$ cat src/rtl/dft_run_seq.sv
// Run sequencer for the DFT engine: walks every frequency bin, fetching the
// sample buffer in bursts for each bin and writing back one (re, im) pair.
module dft_run_seq #(
    parameter int unsigned ADDR_WIDTH      = 24,
    parameter int unsigned BURST_LEN_ORDER = 4,
    parameter int unsigned NLOG_MAX        = 12
) (
    input  logic                  AXI_S_ACLK,
    input  logic                  AXI_S_ARESETn,
    input  logic                  CFG_START,
    input  logic                  CFG_ABORT,
    input  logic [3:0]            CFG_NLOG,
    input  logic [ADDR_WIDTH-1:0] CFG_SRC,
    input  logic [ADDR_WIDTH-1:0] CFG_DST,
    input  logic                  IRQ_CLR,
    output logic                  ENG_CLEAR,
    output logic [NLOG_MAX-1:0]   ENG_K,
    output logic [3:0]            ENG_NLOG,
    input  logic                  ENG_RES_VALID,
    output logic                  MRD_VALID,
    input  logic                  MRD_READY,
    output logic [ADDR_WIDTH-1:0] MRD_ADDR,
    input  logic                  MRD_DONE,
    output logic                  MWR_VALID,
    input  logic                  MWR_READY,
    output logic [ADDR_WIDTH-1:0] MWR_ADDR,
    input  logic                  MWR_DONE,
    output logic                  BUSY,
    output logic                  ERR,
    output logic                  ABORTED,
    output logic                  INTERRUPT
);

    // Burst counter must hold the full burst count of the largest transform.
    localparam int unsigned BCNT_W      = NLOG_MAX - BURST_LEN_ORDER + 1;
    localparam int unsigned BURST_SHIFT = BURST_LEN_ORDER + 2;

    typedef enum logic [2:0] {
        IDLE,
        CLEAR,
        RD_REQ,
        RD_WAIT,
        RES_WAIT,
        WR_REQ,
        WR_WAIT,
        NEXT
    } state_t;

    state_t                state_q, state_d;
    logic [NLOG_MAX-1:0]   k_q, k_d;
    logic [BCNT_W-1:0]     b_q, b_d;
    logic [3:0]            nlog_q, nlog_d;
    logic [ADDR_WIDTH-1:0] src_q, src_d;
    logic [ADDR_WIDTH-1:0] dst_q, dst_d;
    logic                  abort_pend_q, abort_pend_d;
    logic                  busy_q, busy_d;
    logic                  err_q, err_d;
    logic                  aborted_q, aborted_d;
    logic                  irq_q, irq_d;
    logic                  eng_clear_q, eng_clear_d;
    logic                  mrd_valid_q, mrd_valid_d;
    logic [ADDR_WIDTH-1:0] mrd_addr_q, mrd_addr_d;
    logic                  mwr_valid_q, mwr_valid_d;
    logic [ADDR_WIDTH-1:0] mwr_addr_q, mwr_addr_d;

    logic                  start_ok_c;
    logic                  abort_c;
    logic [BCNT_W-1:0]     b_inc_c;
    logic [BCNT_W-1:0]     b_total_c;
    logic [NLOG_MAX-1:0]   k_last_c;

    // Start legality, bursts per bin and last bin index of the latched size
    assign start_ok_c = (CFG_NLOG >= 4'(BURST_LEN_ORDER)) && (CFG_NLOG <= 4'(NLOG_MAX));
    assign b_inc_c    = b_q + BCNT_W'(1);
    assign b_total_c  = BCNT_W'(1) << (nlog_q - 4'(BURST_LEN_ORDER));
    assign k_last_c   = (NLOG_MAX'(1) << nlog_q) - NLOG_MAX'(1);

    // State, run context and registered outputs
    always_ff @(posedge AXI_S_ACLK or negedge AXI_S_ARESETn) begin
        if (!AXI_S_ARESETn) begin
            state_q      <= IDLE;
            k_q          <= '0;
            b_q          <= '0;
            nlog_q       <= '0;
            src_q        <= '0;
            dst_q        <= '0;
            abort_pend_q <= 1'b0;
            busy_q       <= 1'b0;
            err_q        <= 1'b0;
            aborted_q    <= 1'b0;
            irq_q        <= 1'b0;
            eng_clear_q  <= 1'b0;
            mrd_valid_q  <= 1'b0;
            mrd_addr_q   <= '0;
            mwr_valid_q  <= 1'b0;
            mwr_addr_q   <= '0;
        end else begin
            state_q      <= state_d;
            k_q          <= k_d;
            b_q          <= b_d;
            nlog_q       <= nlog_d;
            src_q        <= src_d;
            dst_q        <= dst_d;
            abort_pend_q <= abort_pend_d;
            busy_q       <= busy_d;
            err_q        <= err_d;
            aborted_q    <= aborted_d;
            irq_q        <= irq_d;
            eng_clear_q  <= eng_clear_d;
            mrd_valid_q  <= mrd_valid_d;
            mrd_addr_q   <= mrd_addr_d;
            mwr_valid_q  <= mwr_valid_d;
            mwr_addr_q   <= mwr_addr_d;
        end
    end

    // Next state, run context and next output values
    always_comb begin
        state_d      = state_q;
        k_d          = k_q;
        b_d          = b_q;
        nlog_d       = nlog_q;
        src_d        = src_q;
        dst_d        = dst_q;
        abort_pend_d = abort_pend_q;
        busy_d       = busy_q;
        err_d        = err_q;
        aborted_d    = aborted_q;
        irq_d        = irq_q;
        abort_c      = 1'b0;

        if (IRQ_CLR) begin
            irq_d = 1'b0;
        end

        case (state_q)
            IDLE: begin
                if (CFG_START) begin
                    if (start_ok_c) begin
                        nlog_d       = CFG_NLOG;
                        src_d        = CFG_SRC;
                        dst_d        = CFG_DST;
                        k_d          = '0;
                        b_d          = '0;
                        err_d        = 1'b0;
                        aborted_d    = 1'b0;
                        abort_pend_d = 1'b0;
                        busy_d       = 1'b1;
                        irq_d        = 1'b0;
                        state_d      = CLEAR;
                    end else begin
                        err_d = 1'b1;
                    end
                end
            end
            CLEAR: begin
                if (CFG_ABORT) begin
                    abort_c = 1'b1;
                end else begin
                    b_d     = '0;
                    state_d = RD_REQ;
                end
            end
            RD_REQ: begin
                // An accept wins over a coincident abort so the read is tracked.
                if (MRD_READY) begin
                    state_d = RD_WAIT;
                    if (CFG_ABORT) begin
                        abort_pend_d = 1'b1;
                    end
                end else if (CFG_ABORT) begin
                    abort_c = 1'b1;
                end
            end
            RD_WAIT: begin
                if (CFG_ABORT) begin
                    abort_pend_d = 1'b1;
                end
                if (MRD_DONE) begin
                    if (abort_pend_q || CFG_ABORT) begin
                        abort_c = 1'b1;
                    end else begin
                        b_d     = b_inc_c;
                        state_d = (b_inc_c == b_total_c) ? RES_WAIT : RD_REQ;
                    end
                end
            end
            RES_WAIT: begin
                if (CFG_ABORT) begin
                    abort_c = 1'b1;
                end else if (ENG_RES_VALID) begin
                    state_d = WR_REQ;
                end
            end
            WR_REQ: begin
                if (MWR_READY) begin
                    state_d = WR_WAIT;
                    if (CFG_ABORT) begin
                        abort_pend_d = 1'b1;
                    end
                end else if (CFG_ABORT) begin
                    abort_c = 1'b1;
                end
            end
            WR_WAIT: begin
                if (CFG_ABORT) begin
                    abort_pend_d = 1'b1;
                end
                if (MWR_DONE) begin
                    if (abort_pend_q || CFG_ABORT) begin
                        abort_c = 1'b1;
                    end else begin
                        state_d = NEXT;
                    end
                end
            end
            NEXT: begin
                if (CFG_ABORT) begin
                    abort_c = 1'b1;
                end else if (k_q == k_last_c) begin
                    state_d = IDLE;
                    busy_d  = 1'b0;
                    irq_d   = 1'b1;
                end else begin
                    k_d     = k_q + NLOG_MAX'(1);
                    state_d = CLEAR;
                end
            end
            default: begin
                state_d = IDLE;
            end
        endcase

        if (abort_c) begin
            state_d      = IDLE;
            busy_d       = 1'b0;
            aborted_d    = 1'b1;
            abort_pend_d = 1'b0;
        end

        eng_clear_d = (state_d == CLEAR);
        mrd_valid_d = (state_d == RD_REQ);
        mwr_valid_d = (state_d == WR_REQ);
        mrd_addr_d  = mrd_valid_d ? (src_d + (ADDR_WIDTH'(b_d) << BURST_SHIFT)) : '0;
        mwr_addr_d  = mwr_valid_d ? (dst_d + (ADDR_WIDTH'(k_d) << 3)) : '0;
    end

    assign ENG_CLEAR = eng_clear_q;
    assign ENG_K     = k_q;
    assign ENG_NLOG  = nlog_q;
    assign MRD_VALID = mrd_valid_q;
    assign MRD_ADDR  = mrd_addr_q;
    assign MWR_VALID = mwr_valid_q;
    assign MWR_ADDR  = mwr_addr_q;
    assign BUSY      = busy_q;
    assign ERR       = err_q;
    assign ABORTED   = aborted_q;
    assign INTERRUPT = irq_q;

endmodule

$ cat config.mk
export PLATFORM = sky130hd
export DESIGN_NAME = dft_run_seq
export DESIGN_NICKNAME = d
export VERILOG_FILES = /design/src/rtl/dft_run_seq.sv
export SDC_FILE = /design/constraint.sdc
export NUM_CORES = 1
export LEC_CHECK = 0
export CAP_MARGIN = 20
export CORE_MARGIN = 1.5
export CORE_UTILIZATION = 31
export DETAILED_ROUTE_END_ITERATION = 10
export HOLD_SLACK_MARGIN = 0.1
export MAX_ROUTING_LAYER = met4
export PLACE_DENSITY = 0.62
export SYNTH_ARGS = -nofsm -noshare
export SYNTH_HDL_FRONTEND = slang
export SYNTH_SLANG_ARGS = --single-unit
$ cat constraint.sdc
create_clock -name AXI_S_ACLK -period 16.11 [get_ports AXI_S_ACLK]
set_input_delay 3.222 -clock AXI_S_ACLK [delete_from_list [all_inputs] [get_ports AXI_S_ACLK]]
set_output_delay 3.222 -clock AXI_S_ACLK [all_outputs]
set_load 0.01 [all_outputs]
==> flow_summary_export.csv <==
group,metric,value,unit
global_route,first_global_vias,5986,
route,drc_errors,0,
synth,syn_inst,818,
floorplan,die_y,157,µm
cts,holdBufCountCts,0,
sta,max_slew_margin,0.378,
pwr,combPwrFrac,0.292,
sta,fmax,137,MHz
synth,async_reset_ff_frac,1.00,
placement,placed_area,8910,µm²
cts,clock_sinks,132,
global_route,grt_pass1_wl,31.5,mm
cts,cts_root_buf,"clkbuf_16",
worst_hold_path,min_path_type,"flip-flop to flip-flop",
cts,clk_pin_slew,0.06,ns
cells_and_area,layout_common_cells,"nand2_1 (161), dfrtp_1 (132), clkdlybuf4s50_1 (131)",
floorplan,rows,56,
setup_path,max_stage_delay,0.67,ns
cts,postCtsSetupBuffers,0,
placement,port_buffers,132,
setup_path,crit_arrival,7.59,ns
route,dr_total_vias,6217,
route,wire_per_inst,15.2,µm
cells_and_area,area_growth,31.0,%
global_route,antenna_found_initial,0,
floorplan,dieWidth,157,µm
setup_path,crit_family,"compound AO/OA/AOI/OAI gates",
floorplan,io_pins,133,
cts,htreeDepth,4,
pwr,swShare,0.327,
synth,synth_edf_count,0,
cts,postCtsResizedCells,0,
pwr,pwr-share-seq,0.353,
pwr,clockPowerShare,0.355,
cts,insertion_delay,0.42,ns
setup_path,worstPathCellList,"clkdlybuf4s50_1 > o211a_1 > nor3_2 > buf_4 > mux2i_1 > inv_1 > ha_1 > a21o_1 > a21oi_1 > o21bai_1 > maj3_2 > a41o_1 > o21ai_1 > nor3_1 > or3_1",
pwr,p_leak,0.00424,µW
placement,post-dp-hpwl,13.4,mm
pwr,power_density,129,nW/µm²
route,wl,19.2,mm
route,drt_iter0_markers,352,
route,vias_per_cell,4.91,
sta,finalSetupTns,0,ns
floorplan,die-area,24500,µm²
pwr,p_int,834,µW
global_route,grt_max_degree,68,
global_route,gr-total-overflow,0,
sta,layout_min_cycle_time,7.29,ns
cts,cts_tree,"done",
setup_path,critPathMaxFanout,54,
synth,ys_seq_area_frac,0.452,
pwr,peakVddDrop,61.6,µV
pwr,power.switching,406,µW
sta,hold_violations,0,
synth,synth_ff_type,"dfrtp_1",
sta,tightest_slew,0.931,ns
setup_path,cp.required,16.41,ns
sta,fin_crit_sh,0.453,
setup_path,cp.buffers_inverters,3,
sta,maxSlewViolCount,0,
synth,synth_fp_nets,905,
floorplan,initial_utilization,0.313,
cells_and_area,drive_gt1_frac,0.0622,
cells_and_area,final_common_cell,"nand2_1",
synth,synth_seq_cells,132,
route,ant_nets,0,
setup_path,critPathKind,"input pin to flip-flop",
status,outcome,"completed",
cts,cts.path.max_buffers,2,
sta,finalSetupViolations,0,
synth,synth_cell_types,74,
synth,avgSynthCellArea,8.94,µm²
floorplan,coreArea,23300,µm²
setup_path,slowest_stage,"buf_4",
sta,rsz0062_at_grt,"false",
cells_and_area,diodes,0,
global_route,grtUsageTotal,0.169,
placement,place_congestion,0.867,
job,cap_viol_max_count,0,
sta,skew,0.00734,ns
cts,cts_made_buffers,17,
setup_path,worst_setup_path_start_kind,"input pin",
route,first_pass_iters,5,
synth,ys_warn_count,0,
cells_and_area,post-route-cell-area,9580,µm²
setup_path,end_kind,"flip-flop",
cells_and_area,fin_nets,1023,
synth,synth_area,7310,µm²
## logic make-up (layout without fill, tap and decap cells)
| family | count (synthesis) | after routing | synth area share |
|---|---|---|---|
| flops | 132 | 132 | 0.452 |
| mux | 26 | 26 | 0.0359 |
| simple gates | 373 | 373 | 0.236 |
| fa+ha+maj | 26 | 26 | 0.0464 |
| buf+inv | 73 | 203 | 0.0402 |
| compound gates | 148 | 148 | 0.139 |
| xor+xnor | 40 | 40 | 0.0508 |
## sequential cells by signal, summed over array words and instances, names as in the netlist
| name | cells |
|---|---|
| BUSY | 1 |
| MWR_VALID | 1 |
| ENG_K | 12 |
| dst_q | 24 |
| MWR_ADDR | 24 |
| MRD_VALID | 1 |
| src_q | 24 |
| abort_pend_q | 1 |
| ENG_NLOG | 4 |
| b_q | 9 |
| MRD_ADDR | 24 |
| ERR | 1 |
| state_q | 3 |
| ABORTED | 1 |
| ENG_CLEAR | 1 |
| INTERRUPT | 1 |
## worst paths after layout
check	from	depth (start not counted)	endpoint	slack, ns
setup / recovery	CFG_NLOG[0]	15	MWR_ADDR[16]	8.82
hold / removal	src_q[2]	2	src_q[2]	0.47
setup reg to reg	ENG_NLOG[0]	21	MWR_ADDR[16]	10.08
hold reg to reg	src_q[2]	2	src_q[2]	0.47
max in group asynchronous	AXI_S_ARESETn	2	MWR_ADDR[9]	12.03
min in group asynchronous	AXI_S_ARESETn	1	src_q[8]	2.77
## Yosys cell counts, types with 7 or more instances
library cell  count  share of area
a31oi_1           9         0.0077
clkbuf_1         20          0.010
nor2_1           64          0.033
nand3_1          39          0.027
o21ai_0          30          0.021
a21oi_1          38          0.026
and2_1            9         0.0077
inv_1            35          0.018
xnor2_1          33          0.040
nor3_1           27          0.018
and3_1           10         0.0086
dfrtp_1         132           0.45
o21bai_1          9         0.0092
buf_2             7         0.0048
buf_1             8         0.0041
or3_1            10         0.0086
nand2b_1         10         0.0086
mux2i_1          24          0.033
ha_1             23          0.039
nand2_1         161          0.083
nor4_1           10         0.0086
## worst reg2reg max path, stage by stage (launching register included)
cell and delay (ns):
dfrtp_1 0.63, inv_1 0.17, or4_1 0.55, ha_1 0.35, or3_1 0.37, a21oi_1 0.20
o31a_1 0.15, o22ai_1 0.19, or3b_2 0.56, nand2_1 0.27, nand3_1 0.12, o21a_1 0.17
inv_1 0.08, ha_1 0.23, a21o_1 0.18, a21oi_1 0.22, o21bai_1 0.10, maj3_2 0.35
a41o_1 0.24, o21ai_1 0.32, nor3_1 0.09, or3_1 0.37
## power by group through the flow
stage / Sequential, µW / Clock (µW) / Combinational (µW)
finish: 438 / 440 / 362
detailed placement: 444 / 0 / 362
CTS: 438 / 450 / 364
global placement: 442 / 0 / 356
global route: 448 / 465 / 409
floorplan: 424 / 0 / 272
## metal layers
layer	track usage	vias up	wire length [µm]
li1	-	3077	-
met1	0.220	2947	9030
met2	0.267	172	9090
met3	0.0302	21	875
met4	0.0549	0	216
met5	-	-	0
## final cells by class
cell class,count,area [µm²]
tap,319,399
timing repair buffer,136,1350
inverter,36,135
clock inverter,8,170
fill,2279,13800
clock buffer,23,498
multi-input combinational,613,3720
sequential,132,3300
## stage by stage
step                      worst slack (ns)  total power (µW)  hold WS [ns]  cells  utilization
after floorplan                       8.61               696         0.439    818            -
after global placement                8.56               798         0.454   1236        0.382
after detailed placement              8.41               806         0.462   1236        0.382
after CTS                             8.84              1250         0.476   1267        0.411
after global routing                  8.57              1320         0.491   1267        0.411
final                                 8.82              1240         0.467   1267        0.411
(Power assumes the default switching activity.)
